==> src/rtl/ucsbece154a_mc_controller.sv <==
// ucsbece154a_mc_controller: multicycle RV32 control FSM with memory wait states, trap state and retire counter
module ucsbece154a_mc_controller #(
    parameter int STALL_EN = 1,
    parameter int BNE_EN   = 1,
    parameter int JALR_EN  = 1,
    parameter int CNT_W    = 32
) (
    input  logic             clk,
    input  logic             reset,
    input  logic [6:0]       op_i,
    input  logic [2:0]       funct3_i,
    input  logic             funct7_i,
    input  logic             zero_i,
    input  logic             mem_ready_i,
    output logic             PCWrite_o,
    output logic             MemWrite_o,
    output logic             IRWrite_o,
    output logic             RegWrite_o,
    output logic             AdrSrc_o,
    output logic [1:0]       ALUSrcA_o,
    output logic [1:0]       ALUSrcB_o,
    output logic [1:0]       ResultSrc_o,
    output logic [2:0]       ALUControl_o,
    output logic [2:0]       ImmSrc_o,
    output logic             illegal_o,
    output logic [CNT_W-1:0] retired_o
);
    localparam logic [6:0] OP_LW   = 7'b0000011;
    localparam logic [6:0] OP_SW   = 7'b0100011;
    localparam logic [6:0] OP_R    = 7'b0110011;
    localparam logic [6:0] OP_I    = 7'b0010011;
    localparam logic [6:0] OP_B    = 7'b1100011;
    localparam logic [6:0] OP_JAL  = 7'b1101111;
    localparam logic [6:0] OP_LUI  = 7'b0110111;
    localparam logic [6:0] OP_JALR = 7'b1100111;

    localparam logic [2:0] ALU_ADD  = 3'b000;
    localparam logic [2:0] ALU_SUB  = 3'b001;
    localparam logic [2:0] ALU_AND  = 3'b010;
    localparam logic [2:0] ALU_OR   = 3'b011;
    localparam logic [2:0] ALU_SLT  = 3'b101;
    localparam logic [2:0] ALU_PASS = 3'b111;

    typedef enum logic [3:0] {
        FETCH     = 4'd0,
        DECODE    = 4'd1,
        MEM_ADR   = 4'd2,
        MEM_READ  = 4'd3,
        MEM_WB    = 4'd4,
        MEM_WRITE = 4'd5,
        EXECUTE_R = 4'd6,
        ALU_WB    = 4'd7,
        EXECUTE_I = 4'd8,
        JAL       = 4'd9,
        BEQ       = 4'd10,
        LUI       = 4'd11,
        JALR      = 4'd12,
        TRAP      = 4'd13
    } state_t;

    state_t     state, state_next;
    logic [1:0] alu_op, alu_op_n, src_a_n, src_b_n, result_n;
    logic       adr_n, reg_write_n, mem_write_n;
    logic       ir_write_q, ir_write_n, pc_update_q, pc_update_n, branch_q, branch_n;
    logic       ready, taken, retire;

    assign ready  = (STALL_EN == 0) || mem_ready_i;
    assign taken  = funct3_i[0] ? ~zero_i : zero_i;
    assign retire = (state == MEM_WB || state == MEM_WRITE || state == ALU_WB || state == BEQ)
                    && state_next == FETCH;

    assign PCWrite_o = (branch_q & taken) | (pc_update_q & ready);
    assign IRWrite_o = ir_write_q & ready;

    // Next state: opcode dispatch in Decode, memory-facing states wait for ready
    always_comb begin
        state_next = state;
        case (state)
            FETCH:     state_next = ready ? DECODE : FETCH;
            DECODE: begin
                case (op_i)
                    OP_LW, OP_SW: state_next = MEM_ADR;
                    OP_R:         state_next = EXECUTE_R;
                    OP_I:         state_next = EXECUTE_I;
                    OP_B:         state_next = (funct3_i == 3'b001 && BNE_EN == 0) ? TRAP : BEQ;
                    OP_JAL:       state_next = JAL;
                    OP_LUI:       state_next = LUI;
                    OP_JALR:      state_next = (JALR_EN != 0) ? JALR : TRAP;
                    default:      state_next = TRAP;
                endcase
            end
            MEM_ADR:   state_next = op_i[5] ? MEM_WRITE : MEM_READ;
            MEM_READ:  state_next = ready ? MEM_WB : MEM_READ;
            MEM_WRITE: state_next = ready ? FETCH : MEM_WRITE;
            EXECUTE_R, EXECUTE_I, JAL, LUI, JALR: state_next = ALU_WB;
            MEM_WB, ALU_WB, BEQ: state_next = FETCH;
            default:   state_next = TRAP;
        endcase
    end

    // Control values of the state being entered; don't-care fields are driven 0
    always_comb begin
        src_a_n     = 2'b00;
        src_b_n     = 2'b00;
        adr_n       = 1'b0;
        result_n    = 2'b00;
        alu_op_n    = 2'b00;
        ir_write_n  = 1'b0;
        pc_update_n = 1'b0;
        reg_write_n = 1'b0;
        mem_write_n = 1'b0;
        branch_n    = 1'b0;
        case (state_next)
            FETCH: begin
                src_b_n     = 2'b10;
                result_n    = 2'b10;
                ir_write_n  = 1'b1;
                pc_update_n = 1'b1;
            end
            DECODE: begin
                src_a_n = 2'b01;
                src_b_n = 2'b01;
            end
            MEM_ADR: begin
                src_a_n = 2'b10;
                src_b_n = 2'b01;
            end
            MEM_READ:  adr_n = 1'b1;
            MEM_WB: begin
                result_n    = 2'b01;
                reg_write_n = 1'b1;
            end
            MEM_WRITE: begin
                adr_n       = 1'b1;
                mem_write_n = 1'b1;
            end
            EXECUTE_R: begin
                src_a_n  = 2'b10;
                alu_op_n = 2'b10;
            end
            EXECUTE_I: begin
                src_a_n  = 2'b10;
                src_b_n  = 2'b01;
                alu_op_n = 2'b10;
            end
            ALU_WB: begin
                reg_write_n = 1'b1;
                // after jalr the link value OldPC+4 is recomputed here
                src_a_n     = (state == JALR) ? 2'b01 : 2'b00;
                src_b_n     = (state == JALR) ? 2'b10 : 2'b00;
            end
            JAL: begin
                src_a_n     = 2'b01;
                src_b_n     = 2'b10;
                pc_update_n = 1'b1;
            end
            JALR: begin
                src_a_n     = 2'b10;
                src_b_n     = 2'b01;
                result_n    = 2'b10;
                pc_update_n = 1'b1;
            end
            BEQ: begin
                src_a_n  = 2'b10;
                alu_op_n = 2'b01;
                branch_n = 1'b1;
            end
            LUI: begin
                src_b_n  = 2'b01;
                alu_op_n = 2'b11;
            end
            default: ;
        endcase
    end

    // State, registered controls, sticky trap flag and retire counter
    always_ff @(posedge clk or negedge reset) begin
        if (!reset) begin
            state       <= FETCH;
            ALUSrcA_o   <= 2'b00;
            ALUSrcB_o   <= 2'b10;
            AdrSrc_o    <= 1'b0;
            ResultSrc_o <= 2'b10;
            alu_op      <= 2'b00;
            ir_write_q  <= 1'b1;
            pc_update_q <= 1'b1;
            RegWrite_o  <= 1'b0;
            MemWrite_o  <= 1'b0;
            branch_q    <= 1'b0;
            illegal_o   <= 1'b0;
            retired_o   <= '0;
        end else begin
            state       <= state_next;
            ALUSrcA_o   <= src_a_n;
            ALUSrcB_o   <= src_b_n;
            AdrSrc_o    <= adr_n;
            ResultSrc_o <= result_n;
            alu_op      <= alu_op_n;
            ir_write_q  <= ir_write_n;
            pc_update_q <= pc_update_n;
            RegWrite_o  <= reg_write_n;
            MemWrite_o  <= mem_write_n;
            branch_q    <= branch_n;
            illegal_o   <= illegal_o | (state_next == TRAP);
            if (retire) retired_o <= retired_o + CNT_W'(1);
        end
    end

    // Immediate format straight from the opcode so it is valid in Decode
    always_comb begin
        case (op_i)
            OP_LW, OP_I, OP_JALR: ImmSrc_o = 3'b000;
            OP_SW:                ImmSrc_o = 3'b001;
            OP_B:                 ImmSrc_o = 3'b010;
            OP_JAL:               ImmSrc_o = 3'b011;
            OP_LUI:               ImmSrc_o = 3'b100;
            default:              ImmSrc_o = 3'b000;
        endcase
    end

    // ALU decoder: ALUOp 10 defers to funct3/funct7
    always_comb begin
        case (alu_op)
            2'b00: ALUControl_o = ALU_ADD;
            2'b01: ALUControl_o = ALU_SUB;
            2'b11: ALUControl_o = ALU_PASS;
            default: begin
                case (funct3_i)
                    3'b000:  ALUControl_o = (funct7_i & op_i[5]) ? ALU_SUB : ALU_ADD;
                    3'b010:  ALUControl_o = ALU_SLT;
                    3'b110:  ALUControl_o = ALU_OR;
                    3'b111:  ALUControl_o = ALU_AND;
                    default: ALUControl_o = ALU_ADD;
                endcase
            end
        endcase
    end
endmodule

==> config.mk <==
export PLATFORM = sky130hd
export DESIGN_NAME = ucsbece154a_mc_controller
export DESIGN_NICKNAME = d
export VERILOG_FILES = /design/src/rtl/ucsbece154a_mc_controller.sv
export SDC_FILE = /design/constraint.sdc
export NUM_CORES = 1
export LEC_CHECK = 0
export ABC_CLOCK_PERIOD_IN_PS = 5200
export CORE_MARGIN = 1.5
export CORE_UTILIZATION = 35
export CTS_CLUSTER_SIZE = 20
export DETAILED_ROUTE_END_ITERATION = 16
export DONT_BUFFER_PORTS = 1
export GPL_TIMING_DRIVEN = 1
export PLACE_DENSITY = 0.49
export SYNTH_ARGS = -nofsm -noshare
export SYNTH_HDL_FRONTEND = slang
export SYNTH_SLANG_ARGS = --single-unit
==> constraint.sdc <==
create_clock -name clk -period 5.2 [get_ports clk]
set_input_delay 1.04 -clock clk [delete_from_list [all_inputs] [get_ports clk]]
set_output_delay 1.04 -clock clk [all_outputs]
set_load 0.02 [all_outputs]
==> results.py, run 1 <==
metrics = {
    "run_status": {
        "outcome": "completed",
    },
    "synth": {
        "yosys.area.top_type": "dfrtp_1",
        "syn_area_sq_mm": 0.002590,
        "ys_ff_latch": 51,
        "synth_edf_count": 0,
        "synth_top_area_frac": 0.4541,
        "synth_most_common_cell": "dfrtp_1",
        "seq_area_frac_synth": 0.4947,
        "avgSynthCellArea_sq_um": 10.20,
        "synth-async-reset-ratio": 1.000,
        "ys_warn_count": 0,
        "synth_cell_types": 54,
        "synth_cells": 254,
        "yosys-top-cells-count": "47 x dfrtp_1, 24 x nor2_1, 21 x xor2_1",
        "synth_flop_cell": "dfrtp_1",
        "synthTopCellsByArea": "dfrtp_1 45%, xor2_1 7.1%, xnor2_1 5.1%",
        "synth_fp_nets": 270,
    },
    "layout": {
        "syn2layout_area_growth_pct": 7.440,
        "fillers": 732,
        "final_nets": 269,
        "drive_gt1_frac": 0.09843,
        "antenna_cells": 0,
        "fin_area_sq_mm": 0.002783,
    },
    "floorplanning": {
        "rows": 31,
        "die_w_um": 89.02,
        "fp.coreArea_sq_mm": 0.007214,
        "fp.dieH_um": 89.02,
        "io_pins": 65,
        "initial_core_util": 0.3590,
        "die-area_sq_mm": 0.007925,
    },
    "global_routing": {
        "first_global_vias": 1714,
        "grt_pass1_wl_mm": 8.321,
        "grt_overflow": 0,
        "grt_max_degree": 52,
        "track_usage": 0.1369,
        "antenna_found_initial": 0,
    },
    "pwr": {
        "leakagePower_uw": 0.001148,
        "cellPowerDensity_mw_per_mm2": 451.8,
        "peakVddDrop_mv": 0.2068,
    },
    "critical_path": {
        "cp_num_buf_inv": 0,
        "cp.arrival_ns": 2.36,
        "critPathLaunchType": "primary input",
        "cp_top_family": "compound AO/OA/AOI/OAI gates",
        "worstPathCellList": "or3_1, a2111oi_1",
        "critical_path_required_ns": 4.16,
        "crit_type": "in -> out",
        "end_kind": "output pin",
        "worst-path-max-fanout": 5,
        "crit_path_top_delay_cell": "a2111oi_1",
        "slowest_delay_ns": 0.96,
    },
    "clocking": {
        "hold_buffers": 0,
        "cts_tree": "done",
        "clock_latency_ns": 0.30,
        "numClockSinks": 51,
        "postCtsSetupRepairBufs": 0,
        "cts_buffers": 5,
        "cts_resized": 0,
        "ctsHtreeMaxLevel": 2,
        "cts_buffer_depth": 2,
        "root_buffer": "clkbuf_8",
        "clkTransAtPathRegs_ns": 0.09,
    },
    "timing": {
        "layout_min_cycle_time_ns": 3.396,
        "grt_setup_unrepaired": "false",
        "worst_slew_pin_slew_ns": 1.075,
        "tns_ns": 0,
        "fmax_mhz": 294.5,
        "max_slew_margin": 0.2815,
        "final_max_slew_viol_count": 0,
        "setup_viol_count_final": 0,
        "finalHoldViolCount": 0,
        "period_share": 0.6531,
        "finalClockSkew_ns": 0.006318,
    },
    "hold_path": {
        "min_path_type": "in -> async",
    },
    "placed_design": {
        "port_buffers": 0,
        "place_congestion": 0.7245,
        "dpl_cell_area_sq_mm": 0.002676,
        "dpl.hpwl_mm": 3.781,
    },
    "job": {
        "max_cap_violations": 0,
    },
    "detailed_routing": {
        "via_per_inst": 5.150,
        "drt_iter0_drc": 57,
        "drt_pass1_iterations": 4,
        "wirelength_mm": 5.249,
        "drtAntennaViolNets": 0,
        "num_vias": 1818,
        "avgRoutedWirePerCell_um": 14.87,
        "post-route-drc-count": 0,
    },
}
-- flip-flops by register name, summed over array words and instances (netlist names) --
name	cells
retired_o	32
state	4
ALUSrcA_o	2
ALUSrcB_o	2
ResultSrc_o	2
alu_op	2
AdrSrc_o	1
MemWrite_o	1
RegWrite_o	1
branch_q	1
illegal_o	1
ir_write_q	1
pc_update_q	1
-- final cells by class --
cell class | count | area [sq um] | share of cell area
Clock inverter | 1 | 30.03 | 0.01079
Sequential cell | 51 | 1281 | 0.4604
Tap cell | 99 | 123.9 | 0.04451
Inverter | 10 | 37.54 | 0.01349
Clock buffer | 7 | 76.32 | 0.02743
Multi-Input combinational cell | 185 | 1234 | 0.4433
-- path summary, 6_finish.rpt --
path / startpoint / to / slack [ns] / cells after the start
setup / recovery: op_i[3] / ImmSrc_o[0] / 1.80 / 2
hold / removal: reset / illegal_o / 0.43 / 0
setup reg to reg: retired_o[7] / retired_o[25] / 2.79 / 6
hold reg to reg: retired_o[31] / retired_o[31] / 0.60 / 1
max in group asynchronous: reset / ALUSrcB_o[1] / 4.59 / 0
min in group clk: retired_o[31] / retired_o[31] / 0.60 / 1
-- cells by family (layout without fill, tap and decap cells) --
| logic type | after synthesis | after routing | share of synthesized area |
|---|---|---|---|
| AOI/OAI and AO/OA | 33 | 33 | 0.09420 |
| xor gates and xnor gates | 36 | 36 | 0.1217 |
| adders and majority gates | 1 | 1 | 0.004830 |
| buffers and inverters | 18 | 18 | 0.02947 |
| DFF | 51 | 51 | 0.4947 |
| muxes | 3 | 3 | 0.01256 |
| and+or+nand+nor | 112 | 112 | 0.2425 |
-- metal layers --
| metal | up-vias | wire length, um | GRT usage |
|---|---|---|---|
| met1 | 893 | 2602 | 0.1966 |
| met2 | 44 | 2320 | 0.2032 |
| met4 | 0 | 64 | 0.03776 |
| met3 | 6 | 261 | 0.03693 |
| li1 | 875 | - | - |
| met5 | - | 0 | 0 |
-- cell usage in the layout (no fill, tap or decap), types with 3 or more instances in the layout --
cell type,netlist,layout
dfrtp_1,47,47
nor2_1,24,24
xor2_1,21,21
nand2_1,20,20
xnor2_1,15,15
inv_1,10,10
nand3_1,9,9
nor2b_1,8,8
nor3_1,8,8
nand2b_1,7,7
and3_1,7,7
nand4_1,6,6
o21ai_0,5,5
a21oi_1,5,5
clkbuf_8,0,5
dfstp_2,4,4
nor3_2,4,4
a31oi_1,3,3
-- power breakdown --
| group | leakage (uW) | internal (uW) | switching [uW] |
|---|---|---|---|
| Combinational | 0.000491 | 158 | 239 |
| Clock | 0.0000524 | 144 | 126 |
| Sequential | 0.000605 | 468 | 122 |
| Total | 0.00115 | 770 | 487 |
-- per-stage QoR --
step | utilization | setup slack (ns) | std cells | power [uW] | hold WS [ns]
floorplan | - | 1.472 | 254 | 916.2 | 0.5777
CTS | 0.3857 | 1.791 | 353 | 1276 | 0.4116
global route | 0.3857 | 1.787 | 353 | 1345 | 0.3993
detailed placement | 0.3710 | 1.792 | 345 | 998.9 | 0.5986
global placement | 0.3710 | 1.797 | 345 | 993.5 | 0.5927
finish | 0.3857 | 1.804 | 353 | 1257 | 0.4312
(Power assumes the default switching activity.)
==> run 2: changes to the inputs <==
--- a/config.mk
+++ b/config.mk
@@ -5,14 +5,14 @@
 export SDC_FILE = /design/constraint.sdc
 export NUM_CORES = 1
 export LEC_CHECK = 0
-export ABC_CLOCK_PERIOD_IN_PS = 5200
+export ABC_CLOCK_PERIOD_IN_PS = 2800
 export CORE_MARGIN = 1.5
 export CORE_UTILIZATION = 35
 export CTS_CLUSTER_SIZE = 20
 export DETAILED_ROUTE_END_ITERATION = 16
 export DONT_BUFFER_PORTS = 1
 export GPL_TIMING_DRIVEN = 1
-export PLACE_DENSITY = 0.49
+export PLACE_DENSITY = 0.51
 export SYNTH_ARGS = -nofsm -noshare
 export SYNTH_HDL_FRONTEND = slang
 export SYNTH_SLANG_ARGS = --single-unit
==> constraint.sdc (replaced) <==
create_clock -name clk -period 2.8 [get_ports clk]
set_input_delay 0.56 -clock clk [delete_from_list [all_inputs] [get_ports clk]]
set_output_delay 0.56 -clock clk [all_outputs]
set_load 0.02 [all_outputs]
==> run 2 against run 1 <==
- sequential share of layout area down 0.63 points
- global-route usage increased by 1.1 points
- wire length rose by 2.6%
- clock power increased by 64%
- die area did not move
- first-iteration DRC count grew 53%
==> results.py, run 2 (same netlist as run 1, synthesis figures left out) <==
metrics = {
    "floorplanning": {
        "fp.dieH_um": 89.02,
        "fp.coreArea_sq_mm": 0.007214,
        "die_w_um": 89.02,
        "initial_core_util": 0.3590,
        "rows": 31,
        "die-area_sq_mm": 0.007925,
        "io_pins": 65,
    },
    "timing": {
        "finalClockSkew_ns": 0.006610,
        "grt_setup_unrepaired": "false",
        "setup_viol_count_final": 0,
        "max_slew_margin": 0.6113,
        "tns_ns": 0,
        "worst_slew_pin_slew_ns": 0.5809,
        "finalHoldViolCount": 0,
        "layout_min_cycle_time_ns": 2.336,
        "fmax_mhz": 428.2,
        "final_max_slew_viol_count": 0,
        "period_share": 0.8341,
    },
    "critical_path": {
        "rr_worst_depth": 6,
        "critPathLaunchType": "register",
        "end_kind": "register",
        "critical_path_required_ns": 3.03,
        "reg2reg_to": "retired_o[28]",
        "crit_type": "reg -> reg",
        "rrSetupSlack_ns": 0.46,
        "r2r-start": "state[2]",
        "worst-path-max-fanout": 12,
        "cp.arrival_ns": 2.57,
    },
    "placed_design": {
        "port_buffers": 0,
        "dpl.hpwl_mm": 3.880,
        "place_congestion": 0.7662,
        "dpl_cell_area_sq_mm": 0.002699,
    },
    "global_routing": {
        "grt_overflow": 0,
        "track_usage": 0.1475,
        "grt_pass1_wl_mm": 9.052,
        "grt_max_degree": 48,
        "antenna_found_initial": 0,
        "first_global_vias": 1803,
    },
    "clocking": {
        "numClockSinks": 51,
        "clock_latency_ns": 0.30,
        "ctsHtreeMaxLevel": 2,
        "clkTransAtPathRegs_ns": 0.09,
        "cts_tree": "done",
        "cts_buffer_depth": 2,
        "hold_buffers": 1,
        "cts_resized": 0,
        "root_buffer": "clkbuf_8",
        "cts_buffers": 5,
        "postCtsSetupRepairBufs": 0,
    },
    "hold_path": {
        "min_path_type": "in -> async",
    },
    "detailed_routing": {
        "drt_iter0_drc": 87,
        "post-route-drc-count": 0,
        "avgRoutedWirePerCell_um": 15.08,
        "via_per_inst": 5.120,
        "num_vias": 1828,
        "drtAntennaViolNets": 0,
        "drt_pass1_iterations": 4,
        "wirelength_mm": 5.385,
    },
    "layout": {
        "largest-register": "retired_o",
        "fillers": 755,
        "antenna_cells": 0,
        "largest_register_ffs": 32,
        "drive_gt1_frac": 0.1163,
        "fin_area_sq_mm": 0.002821,
        "reg.largest.list": "retired_o: 32 flops, state: 4 flops",
        "syn2layout_area_growth_pct": 8.937,
        "final_nets": 273,
        "layout_common_cells": "47 x dfrtp_1, 24 x nor2_1, 21 x xor2_1",
        "final_common_cell": "dfrtp_1",
    },
    "pwr": {
        "peakVddDrop_mv": 0.3864,
        "leakagePower_uw": 0.001172,
        "cellPowerDensity_mw_per_mm2": 816.2,
    },
    "run_status": {
        "outcome": "completed",
    },
    "job": {
        "max_cap_violations": 0,
    },
}
-- run 2: changes by cell type in the layout (fill, tap and decap cells not counted) --
cell       change
clkinv_4       +1
clkbuf_1       -1
buf_4          +3
clkbuf_8       +1
bufinv_16      -1
buf_16         +1
-- run 2: stage by stage --
step	setup WS (ns)	total power, uW	utilization	instances	hold slack [ns]
after CTS	0.4316	2344	0.3911	357	0.07104
after global placement	0.4587	1854	0.3741	348	0.2657
after detailed placement	0.4468	1867	0.3741	348	0.2664
after global routing	0.2163	2496	0.3911	357	0.05885
final	0.4645	2303	0.3911	357	0.09079
after floorplan	0.03154	1701	-	254	0.2644
-- run 2: layer usage --
layer,global-route usage,share of wire
met1,0.2079,0.48
met2,0.2218,0.45
met3,0.03878,0.056
met4,0.04615,0.013
met5,0,0
-- run 2: cell type report --
cell class	count	area, sq um	area share
multi-input cells	185	1234	0.4372
flip-flops and latches	51	1281	0.4541
repair buffers	4	50.05	0.01774
well taps	99	123.9	0.04390
inverters	10	37.54	0.01330
clock inverters	1	8.758	0.003104
clock buffers	7	86.33	0.03060
-- run 2: worst max-delay path by stage --
| stage | from | endpoint | depth (start not counted) |
|---|---|---|---|
| 3_3_place_gp | mem_ready_i | retired_o[28] | 6 |
| 4_1_cts | retired_o[7] | retired_o[19] | 6 |
| 5_1_grt | retired_o[7] | retired_o[21] | 6 |
| 6_report | state[2] | retired_o[28] | 6 |
| 3_5_place_dp | mem_ready_i | retired_o[28] | 6 |
| 2_1_floorplan | op_i[2] | ImmSrc_o[0] | 3 |
-- run 2: critical path: stages, from the launching register on --
cell and delay, ns:
dfrtp_1 0.57, nor2b_1 0.10, nor3_1 0.34, a211oi_2 0.13
or4_1 0.74, nor4_4 0.21, xor2_1 0.16
-- run 2: power by group --
part | internal (uW) | total (uW) | switching (uW)
sequential | 868 | 1100 | 231
combinational | 308 | 761 | 454
clock | 203 | 443 | 240
==> run 3: changes to the inputs <==
--- a/config.mk
+++ b/config.mk
@@ -5,14 +5,14 @@
 export SDC_FILE = /design/constraint.sdc
 export NUM_CORES = 1
 export LEC_CHECK = 0
-export ABC_CLOCK_PERIOD_IN_PS = 2800
+export ABC_CLOCK_PERIOD_IN_PS = 2200
 export CORE_MARGIN = 1.5
 export CORE_UTILIZATION = 35
 export CTS_CLUSTER_SIZE = 20
 export DETAILED_ROUTE_END_ITERATION = 16
 export DONT_BUFFER_PORTS = 1
 export GPL_TIMING_DRIVEN = 1
-export PLACE_DENSITY = 0.51
+export PLACE_DENSITY = 0.49
 export SYNTH_ARGS = -nofsm -noshare
 export SYNTH_HDL_FRONTEND = slang
 export SYNTH_SLANG_ARGS = --single-unit
==> constraint.sdc (replaced) <==
create_clock -name clk -period 2.2 [get_ports clk]
set_input_delay 0.44 -clock clk [delete_from_list [all_inputs] [get_ports clk]]
set_output_delay 0.44 -clock clk [all_outputs]
set_load 0.02 [all_outputs]
==> run 3 against run 2 <==
- power increased by 46%
- utilization increased by 4.2 points
- sequential power increased by 15%
- count of clock-buffer cells in the layout decreased by 2
- cell area increased by 11%
- setup slack got worse by 0.34 ns
- critical path type unchanged
- largest power group is now combinational cells
==> results.py, run 3 (same netlist as run 1, synthesis figures left out) <==
metrics = {
    "run_status": {
        "outcome": "completed",
    },
    "layout": {
        "final_common_cell": "dfrtp_1",
        "fillers": 721,
        "reg.largest.list": "retired_o: 32 flops, state: 4 flops",
        "layout_common_cells": "45 x dfrtp_1, 33 x buf_4, 23 x nor2_1",
        "largest-register": "retired_o",
        "antenna_cells": 0,
        "seqCellArea_sq_mm": 0.001284,
        "final_nets": 304,
        "largest_register_ffs": 32,
        "drive_gt1_frac": 0.2353,
        "fin_util": 0.4331,
        "multi_input_area_sq_mm": 0.001281,
        "syn2layout_area_growth_pct": 20.63,
    },
    "global_routing": {
        "track_usage": 0.1485,
        "grt_pass1_wl_mm": 9.073,
        "first_global_vias": 1879,
        "grt_overflow": 0,
        "grt_max_degree": 52,
        "antenna_found_initial": 0,
    },
    "pwr": {
        "peakVddDrop_mv": 0.6465,
        "leakagePower_uw": 0.001338,
        "cellPowerDensity_mw_per_mm2": 1079,
    },
    "clocking": {
        "cts_buffer_depth": 2,
        "cts_buffers": 5,
        "root_buffer": "clkbuf_8",
        "clkTransAtPathRegs_ns": 0.09,
        "numClockSinks": 51,
        "ctsHtreeMaxLevel": 2,
        "cts_tree": "done",
        "clock_latency_ns": 0.31,
    },
    "timing": {
        "finalHoldViolCount": 0,
        "period_share": 0.9456,
        "final_max_slew_viol_count": 0,
        "setup_ws_ns": 0.1197,
        "worst_slew_pin_slew_ns": 0.4351,
        "max_slew_margin": 0.7093,
        "fmax_mhz": 480.7,
        "grt_setup_unrepaired": "true",
        "layout_min_cycle_time_ns": 2.080,
        "setup_viol_count_final": 0,
        "finalClockSkew_ns": 0.008666,
    },
    "detailed_routing": {
        "avgRoutedWirePerCell_um": 14.37,
        "wirelength_mm": 5.576,
        "drtAntennaViolNets": 0,
        "post-route-drc-count": 0,
        "drt_pass1_iterations": 4,
        "drt_iter0_drc": 65,
        "via_per_inst": 4.946,
        "num_vias": 1919,
    },
    "critical_path": {
        "critical_path_required_ns": 2.40,
        "worstPathCellList": "or4b_4, a311oi_4, buf_4, nor3_4, mux2_2",
        "cp_top_family": "simple AND/OR/NAND/NOR gates",
        "worst-path-max-fanout": 7,
        "end_kind": "register",
        "cp.arrival_ns": 2.28,
        "crit_type": "reg -> reg",
        "critPathLaunchType": "register",
        "crit_start": "state[2]",
        "r2r-start": "state[2]",
        "crit_path_top_delay_cell": "or4b_4",
        "slowest_delay_ns": 0.57,
        "cp_num_buf_inv": 1,
    },
    "placed_design": {
        "place_congestion": 0.7763,
        "dpl.hpwl_mm": 4.082,
        "pre_cts_ws_ns": 0.03638,
        "port_buffers": 0,
    },
    "floorplanning": {
        "rows": 31,
        "die-area_sq_mm": 0.007925,
        "io_pins": 65,
        "fp.coreArea_sq_mm": 0.007214,
        "initial_core_util": 0.3590,
        "fp.dieH_um": 89.02,
        "die_w_um": 89.02,
    },
    "job": {
        "max_cap_violations": 0,
    },
    "hold_path": {
        "hp-start": "mem_ready_i",
        "min_path_type": "in -> reg",
    },
}
-- run 3: final cells by class --
cell class                 instances  area share
sequential                        51      0.4109
multi-input combinational        185      0.4101
timing repair buffer              35     0.09131
tap                               99     0.03965
clock buffer                       5     0.02203
clock inverter                     3     0.01402
inverter                          10     0.01201
-- run 3: worst register-to-register path: cells and delay by family, from the launching register on --
kind | cells | cell delay (ns)
mux | 1 | 0.27
flops | 1 | 0.46
compound gates | 1 | 0.42
buf+inv | 1 | 0.20
simple gates | 2 | 0.63
-- run 3: final timing paths --
| kind | endpoint | slack (ns) | depth (start not counted) |
|---|---|---|---|
| max in group asynchronous | ALUSrcB_o[1] | 1.28 | 2 |
| min in group asynchronous | retired_o[24] | 0.65 | 2 |
| setup reg to reg | retired_o[1] | 0.12 | 5 |
| hold reg to reg | retired_o[5] | 0.60 | 2 |
| hold / removal | ResultSrc_o[0] | 0.30 | 2 |
| setup / recovery | retired_o[1] | 0.12 | 5 |
-- run 3: report_power, final --
part           switching (uW)  leakage (uW)  internal, uW
Sequential                157      0.000603          1110
Combinational             799      0.000677           644
Clock                     323     0.0000581           339
Total                    1280       0.00134          2090
-- run 3: metrics by stage --
step | power (uW) | cells | hold slack [ns] | instance area, sq um | TNS, ns
2_1_floorplan | 2166 | 254 | 0.1444 | 2596 | -0.08703
3_3_place_gp | 2627 | 377 | 0.1463 | 2922 | 0
3_5_place_dp | 2617 | 377 | 0.1462 | 2922 | 0
4_1_cts | 3323 | 387 | 0.2883 | 3072 | 0
5_1_grt | 3617 | 388 | 0.3077 | 3124 | -0.001023
6_report | 3372 | 388 | 0.3022 | 3124 | 0
-- run 3: routing by layer --
layer	up-vias	part of all wire	global-route usage	wire length, um
met5	-	0	0	0
met4	0	0.0090	0.03357	50
met3	5	0.065	0.04524	362
met2	47	0.45	0.2238	2520
met1	916	0.47	0.2104	2642
li1	951	-	-	-
-- run 3: repair_timing --
action	CTS	global route
endpoints found under the hold margin	51	0
buffers inserted	0	1
endpoints found under the setup margin	0	27
hold buffers	2	0
resized for setup	0	10
